### config.mk
export PLATFORM = sky130hd
export DESIGN_NAME = tcycle_bus_scheduler
export DESIGN_NICKNAME = d
export VERILOG_FILES = /design/src/rtl/gb_bus_pkg.sv /design/src/rtl/tcycle_phase_gen.sv /design/src/rtl/tcycle_bus_scheduler.sv
export SDC_FILE = /design/constraint.sdc
export NUM_CORES = 1
export LEC_CHECK = 0
export ABC_AREA = 1
export ABC_CLOCK_PERIOD_IN_PS = 4200
export CAP_MARGIN = 20
export CORE_AREA = 2 2 107 109
export CTS_CLUSTER_DIAMETER = 50
export DETAILED_ROUTE_END_ITERATION = 8
export DIE_AREA = 0 0 109 111
export PLACE_DENSITY = 0.48
export SYNTH_ARGS = -nofsm -noshare
export SYNTH_HDL_FRONTEND = slang
export SYNTH_SLANG_ARGS = --single-unit
export TNS_END_PERCENT = 5
### constraint.sdc
create_clock -name clk_in -period 4.2 [get_ports clk_in]
set_input_delay 0.84 -clock clk_in [delete_from_list [all_inputs] [get_ports clk_in]]
set_output_delay 0.84 -clock clk_in [all_outputs]
set_load 0.02 [all_outputs]
### src/rtl/gb_bus_pkg.sv
// Shared types and constants for the Game Boy T-cycle bus scheduler:
// phase and grant encodings, DMG lockout windows and the lockout predicate.
package gb_bus_pkg;

  typedef enum logic [1:0] {
    PH_CPU    = 2'd0,
    PH_PPU    = 2'd1,
    PH_MEM    = 2'd2,
    PH_SETTLE = 2'd3
  } phase_e;

  typedef enum logic [1:0] {
    G_IDLE  = 2'd0,
    G_ISSUE = 2'd1,
    G_WAIT  = 2'd2,
    G_DONE  = 2'd3
  } grant_e;

  localparam logic [15:0] VRAM_LO = 16'h8000;
  localparam logic [15:0] VRAM_HI = 16'h9FFF;
  localparam logic [15:0] OAM_LO  = 16'hFE00;
  localparam logic [15:0] OAM_HI  = 16'hFE9F;

  localparam logic [1:0] PPU_MODE_OAM  = 2'd2;
  localparam logic [1:0] PPU_MODE_DRAW = 2'd3;

  // VRAM is closed while drawing; OAM is closed during OAM scan and drawing.
  function automatic logic cpu_addr_locked(input logic [15:0] addr, input logic [1:0] mode);
    logic in_vram;
    logic in_oam;
    in_vram = (addr >= VRAM_LO) && (addr <= VRAM_HI);
    in_oam  = (addr >= OAM_LO) && (addr <= OAM_HI);
    return (in_vram && (mode == PPU_MODE_DRAW)) ||
           (in_oam && ((mode == PPU_MODE_OAM) || (mode == PPU_MODE_DRAW)));
  endfunction

endpackage

### src/rtl/tcycle_phase_gen.sv
// Splits the system clock into four PHASE_LEN-clock phases per T-cycle and
// produces registered first-clock-of-phase flags (the CPU/PPU ones are the tick strobes).
module tcycle_phase_gen
  import gb_bus_pkg::*;
#(
  parameter int PHASE_LEN = 8
) (
  input  logic       clk_in,
  input  logic       rst_in,
  output logic [1:0] phase_out,
  output logic       cpu_tclk_out,
  output logic       ppu_tclk_out,
  output logic       mem_first_out,
  output logic       settle_first_out
);

  localparam int SUB_W = $clog2(PHASE_LEN);
  localparam logic [SUB_W-1:0] SUB_MAX = SUB_W'(PHASE_LEN - 1);

  logic [SUB_W-1:0] sub_cnt;
  phase_e           phase;
  logic             started;
  logic             wrap;

  assign wrap      = (sub_cnt == SUB_MAX);
  assign phase_out = phase;

  // The first clock after reset release is position 0 of a CPU phase, so the
  // counter holds there once while the CPU strobe is raised.
  always_ff @(posedge clk_in) begin
    if (rst_in) begin
      sub_cnt          <= '0;
      phase            <= PH_CPU;
      started          <= 1'b0;
      cpu_tclk_out     <= 1'b0;
      ppu_tclk_out     <= 1'b0;
      mem_first_out    <= 1'b0;
      settle_first_out <= 1'b0;
    end else if (!started) begin
      started          <= 1'b1;
      cpu_tclk_out     <= 1'b1;
      ppu_tclk_out     <= 1'b0;
      mem_first_out    <= 1'b0;
      settle_first_out <= 1'b0;
    end else begin
      if (wrap) begin
        sub_cnt <= '0;
        phase   <= phase_e'(phase + 2'd1);
      end else begin
        sub_cnt <= sub_cnt + 1'b1;
      end
      cpu_tclk_out     <= wrap && (phase == PH_SETTLE);
      ppu_tclk_out     <= wrap && (phase == PH_CPU);
      mem_first_out    <= wrap && (phase == PH_PPU);
      settle_first_out <= wrap && (phase == PH_MEM);
    end
  end

endmodule

### src/rtl/tcycle_bus_scheduler.sv
// T-cycle bus scheduler: one shared-memory access per T-cycle, PPU first, with DMG
// VRAM/OAM lockout. Decisions taken on a phase's first clock appear on the following clock.
module tcycle_bus_scheduler
  import gb_bus_pkg::*;
#(
  parameter int PHASE_LEN = 8
) (
  input  logic        clk_in,
  input  logic        rst_in,
  output logic [1:0]  phase_out,
  output logic        cpu_tclk_out,
  output logic        ppu_tclk_out,
  input  logic [15:0] cpu_addr_in,
  input  logic        cpu_addr_valid_in,
  input  logic        cpu_we_in,
  input  logic [7:0]  cpu_wdata_in,
  input  logic [15:0] ppu_addr_in,
  input  logic        ppu_addr_valid_in,
  input  logic [1:0]  ppu_mode_in,
  output logic [15:0] mem_addr_out,
  output logic [7:0]  mem_wdata_out,
  output logic        mem_we_out,
  output logic        mem_req_out,
  input  logic [7:0]  mem_data_in,
  input  logic        mem_data_valid_in,
  output logic [7:0]  cpu_data_out,
  output logic        cpu_data_valid_out,
  output logic [7:0]  ppu_data_out,
  output logic        ppu_data_valid_out,
  output logic        cpu_stall_out,
  output logic        timeout_out
);

  logic   mem_first;
  logic   settle_first;
  grant_e state;
  logic   owner_ppu;
  logic   cpu_lock;
  logic   resp_fire;
  logic [7:0] resp_data;

  tcycle_phase_gen #(
    .PHASE_LEN(PHASE_LEN)
  ) u_phase_gen (
    .clk_in          (clk_in),
    .rst_in          (rst_in),
    .phase_out       (phase_out),
    .cpu_tclk_out    (cpu_tclk_out),
    .ppu_tclk_out    (ppu_tclk_out),
    .mem_first_out   (mem_first),
    .settle_first_out(settle_first)
  );

  assign cpu_lock = cpu_addr_locked(cpu_addr_in, ppu_mode_in);

  // A silent memory is answered with open-bus 0xFF once SETTLE begins.
  assign resp_fire = mem_data_valid_in || settle_first;
  assign resp_data = mem_data_valid_in ? mem_data_in : 8'hFF;

  always_ff @(posedge clk_in) begin
    if (rst_in) begin
      state              <= G_IDLE;
      owner_ppu          <= 1'b0;
      mem_addr_out       <= '0;
      mem_wdata_out      <= '0;
      mem_we_out         <= 1'b0;
      mem_req_out        <= 1'b0;
      cpu_data_out       <= '0;
      cpu_data_valid_out <= 1'b0;
      ppu_data_out       <= '0;
      ppu_data_valid_out <= 1'b0;
      cpu_stall_out      <= 1'b0;
      timeout_out        <= 1'b0;
    end else begin
      cpu_data_valid_out <= 1'b0;
      ppu_data_valid_out <= 1'b0;
      timeout_out        <= 1'b0;
      if (cpu_tclk_out) cpu_stall_out <= 1'b0;

      case (state)
        G_IDLE: begin
          if (mem_first) begin
            if (ppu_addr_valid_in) begin
              owner_ppu    <= 1'b1;
              mem_addr_out <= ppu_addr_in;
              mem_we_out   <= 1'b0;
              mem_req_out  <= 1'b1;
              state        <= G_ISSUE;
              // A locked CPU access does not need the port, so it still gets its answer.
              if (cpu_addr_valid_in && !cpu_lock) begin
                cpu_stall_out <= 1'b1;
              end else if (cpu_addr_valid_in && !cpu_we_in) begin
                cpu_data_out       <= 8'hFF;
                cpu_data_valid_out <= 1'b1;
              end
            end else if (cpu_addr_valid_in) begin
              if (cpu_lock) begin
                if (!cpu_we_in) begin
                  cpu_data_out       <= 8'hFF;
                  cpu_data_valid_out <= 1'b1;
                end
                state <= G_DONE;
              end else begin
                owner_ppu     <= 1'b0;
                mem_addr_out  <= cpu_addr_in;
                mem_wdata_out <= cpu_wdata_in;
                mem_we_out    <= cpu_we_in;
                mem_req_out   <= 1'b1;
                state         <= G_ISSUE;
              end
            end
          end
        end
        G_ISSUE: begin
          mem_req_out <= 1'b0;
          mem_we_out  <= 1'b0;
          state       <= mem_we_out ? G_DONE : G_WAIT;
        end
        G_WAIT: begin
          if (resp_fire) begin
            if (owner_ppu) begin
              ppu_data_out       <= resp_data;
              ppu_data_valid_out <= 1'b1;
            end else begin
              cpu_data_out       <= resp_data;
              cpu_data_valid_out <= 1'b1;
            end
            timeout_out <= !mem_data_valid_in;
            state       <= G_DONE;
          end
        end
        G_DONE: begin
          if (cpu_tclk_out) state <= G_IDLE;
        end
        default: state <= G_IDLE;
      endcase
    end
  end

endmodule

==> flow_metrics.env <==
export IMPL_wl_met1_um=3490
export IMPL_synth_distinct_cells=30
export IMPL_cp_slowest_stage_delay_ns=0.91
export IMPL_maxSlewHeadroom_pct=54.4
export IMPL_post_cts_buffers=0
export IMPL_critPathLaunchType="input pin"
export IMPL_fin_crit_ns=2.54
export IMPL_slew_violations=0
export IMPL_slowest_stage="clkdlybuf4s50_1"
export IMPL_io_pins=106
export IMPL_crit_type="in -> reg"
export IMPL_final_nets=537
export IMPL_synthSimpleGateAreaFrac_pct=31.6
export IMPL_seq_power_share_pct=35.4
export IMPL_clock_sinks=59
export IMPL_hp_class="reg -> reg"
export IMPL_setup_viol=0
export IMPL_period_share_pct=60.5
export IMPL_drv_cap=0
export IMPL_antenna_left=0
export IMPL_yosysTopAreaCell="dfxtp_1"
export IMPL_muxShareOfSynthArea_pct=0
export IMPL_diodes=0
export IMPL_dr_pass1_iters=4
export IMPL_die_area_mm2=0.0121
export IMPL_final_common_cell="clkdlybuf4s50_1"
export IMPL_wl_per_cell_um=12.4
export IMPL_synth_top_family_by_area="simple AND/OR/NAND/NOR gates"
export IMPL_p_comb_share_pct=22.1
export IMPL_synthCells=367
export IMPL_coreArea_mm2=0.0111
export IMPL_finalSetupTns_ns=0
export IMPL_grt_overflow=0
export IMPL_cts_buffer_depth=2
export IMPL_p_clk_share_pct=42.5
export IMPL_grt_pass1_vias=2532
export IMPL_grt_antenna_before_repair=0
export IMPL_required_ns=4.40
export IMPL_root_buffer="clkbuf_16"
export IMPL_fillerInstances=1169
export IMPL_rsz0062_at_grt="false"
export IMPL_path_cells="clkdlybuf4s50_1 -> inv_1 -> buf_4 -> o21ai_1 -> nor2_1"
export IMPL_cts_hold_fix_buffers=0
export IMPL_critPathTopFamily="buffers and inverters"
export IMPL_synthFlopType="dfxtp_1"
export IMPL_synth_top_area_share_pct=43.8
export IMPL_routed_wl_um=7670
export IMPL_clk_pin_slew_worst_paths_ns=0.05
export IMPL_end_kind="flop"
export IMPL_io_buffers=105
export IMPL_synth_edf_count=0
export IMPL_grt_util_all_layers_pct=13.4
export IMPL_holdWs_ns=0.465
export IMPL_rows=39
export IMPL_grt_start_max_net_pins=25
export IMPL_power_density_mw_per_mm2=428
export IMPL_p_int_w=0.00131
export IMPL_crit_fanout=24
export IMPL_syn_num_nets=433
export IMPL_synth_compound_area_share_pct=13.1
export IMPL_cts_resized=0
export IMPL_wl_met3_um=400
export IMPL_drive_gt1_share_pct=7.16
export IMPL_viasPerCell=4.21
export IMPL_worst_pin_slew_ns=0.681
export IMPL_place_congestion=0.775
export IMPL_cts_tree="done"
export IMPL_clock_skew_final_ns=0.00955
export IMPL_synth_warning_count=0
export IMPL_grt_pass1_wl_um=12400
export IMPL_drt_iter0_drc=145
export IMPL_status="completed"
export IMPL_yosys_top_cells_area="dfxtp_1 (44%), nor2_1 (12%), nand2_1 (11%)"
export IMPL_final_cell_mix="clkdlybuf4s50_1 (105), nor2_1 (86), nand2_1 (78)"
export IMPL_synth_seq_cells=59
export IMPL_synth_xor_xnor_area_share_pct=0
export IMPL_async_reset_ff_share_pct=0
export IMPL_chipHeight_um=111
export IMPL_syn_avg_cell_area_um2=7.34
export IMPL_die_x_um=109
export IMPL_synthesis_area_mm2=0.00270
export IMPL_start_util_pct=24.3
export IMPL_clock_latency_ns=0.32
export IMPL_ir_drop_uv=179
export IMPL_vias=2604
export IMPL_hold_viol=0
export IMPL_top_layer="met4"
export IMPL_h_tree_depth=3
export IMPL_drc=0
export IMPL_swShare_pct=26.9
export IMPL_wl_met2_um=3670
export IMPL_synthToLayoutAreaGrowth_pct=55.1
export IMPL_power_switching_w=0.000481
export IMPL_yosysSeqAreaShare_pct=43.8
export IMPL_cp_num_buf_inv=3
export IMPL_cellLeakagePower_nw=1.66
export IMPL_synthAdderAreaFrac_pct=4.64
export IMPL_rrSetupSlack_ns=2.31
export IMPL_arrival_ns=2.75
export IMPL_fmax_mhz=393
export IMPL_cts_buffers=9
export IMPL_dp_hpwl_um=5750
logic make-up (layout without fill, tap and decap cells):
kind of cell / count (synthesis) / in the layout
simple gates: 196 / 196
buf+inv: 43 / 151
flops: 59 / 59
fa+ha+maj: 10 / 10
compound gates: 59 / 59
area by class of cell:
type                    instances  area [um2]  area share (%)
multi-input cells             265        1330            31.8
flip-flops and latches         59        1180            28.3
repair buffers                107        1070            25.5
clock buffers                  14         284            6.79
well taps                     143         179            4.28
inverters                      29         109            2.60
clock inverters                 1        30.0           0.718
power groups by stage:
stage | sequential, W | combinational (W) | clock [W]
floorplan | 0.000689 | 0.000187 | 0
global placement | 0.000645 | 0.000396 | 0
detailed placement | 0.000647 | 0.000399 | 0
CTS | 0.000635 | 0.000401 | 0.000779
global route | 0.000640 | 0.000436 | 0.000805
finish | 0.000634 | 0.000396 | 0.000760
path summary, 6_finish.rpt:
check / from / to / cells past startpoint
max: rst_in / mem_addr_out[0] / 5
min: mem_req_out / mem_req_out / 2
max reg2reg: state[1] / owner_ppu / 8
min reg2reg: mem_req_out / mem_req_out / 2
synth_stat cells, types with 2 or more instances:
| cell | instances |
|---|---|
| nor2_1 | 86 |
| nand2_1 | 78 |
| dfxtp_1 | 59 |
| o21ai_0 | 25 |
| inv_1 | 24 |
| nand3_1 | 14 |
| a21oi_1 | 11 |
| ha_1 | 10 |
| o21ai_1 | 10 |
| a221oi_1 | 8 |
| clkbuf_1 | 5 |
| inv_2 | 5 |
| buf_1 | 4 |
| nand2_4 | 4 |
| nor3_1 | 4 |
| a21oi_4 | 2 |
| buf_2 | 2 |
| buf_6 | 2 |
| nand4_1 | 2 |
| nor2_4 | 2 |
per-stage QoR:
step | instances | setup slack [ns] | util (%) | total power [W] | area, um2
after floorplan | 367 | 2.42 | - | 0.000876 | 2700
after global placement | 603 | 1.34 | 34.9 | 0.00104 | 3870
after detailed placement | 603 | 1.30 | 34.9 | 0.00105 | 3870
after CTS | 618 | 1.62 | 37.7 | 0.00182 | 4180
after global routing | 618 | 1.42 | 37.7 | 0.00188 | 4180
final | 618 | 1.66 | 37.7 | 0.00179 | 4180
flip-flops by register name, summed over array words and instances, names as in the netlist, 2 cells and up:
name / flops
mem_addr_out: 16
cpu_data_out: 8
mem_wdata_out: 8
ppu_data_out: 8
u_phase_gen.sub_cnt: 3
state: 2
u_phase_gen.phase_out: 2
per-layer routing:
metal / GRT usage (%) / up-vias
met5: 0 / -
met4: 5.90 / 0
met3: 3.00 / 6
met2: 22.0 / 75
met1: 16.5 / 1137
li1: - / 1386
worst register-to-register path: cells and delay by family (launching register included):
family          cells  cell delay [ns]
compound gates      1             0.12
fa+ha+maj           1             0.37
buf+inv             2             0.39
flops               1             0.34
simple gates        4             0.59
Power figures use the tool's default switching activity.
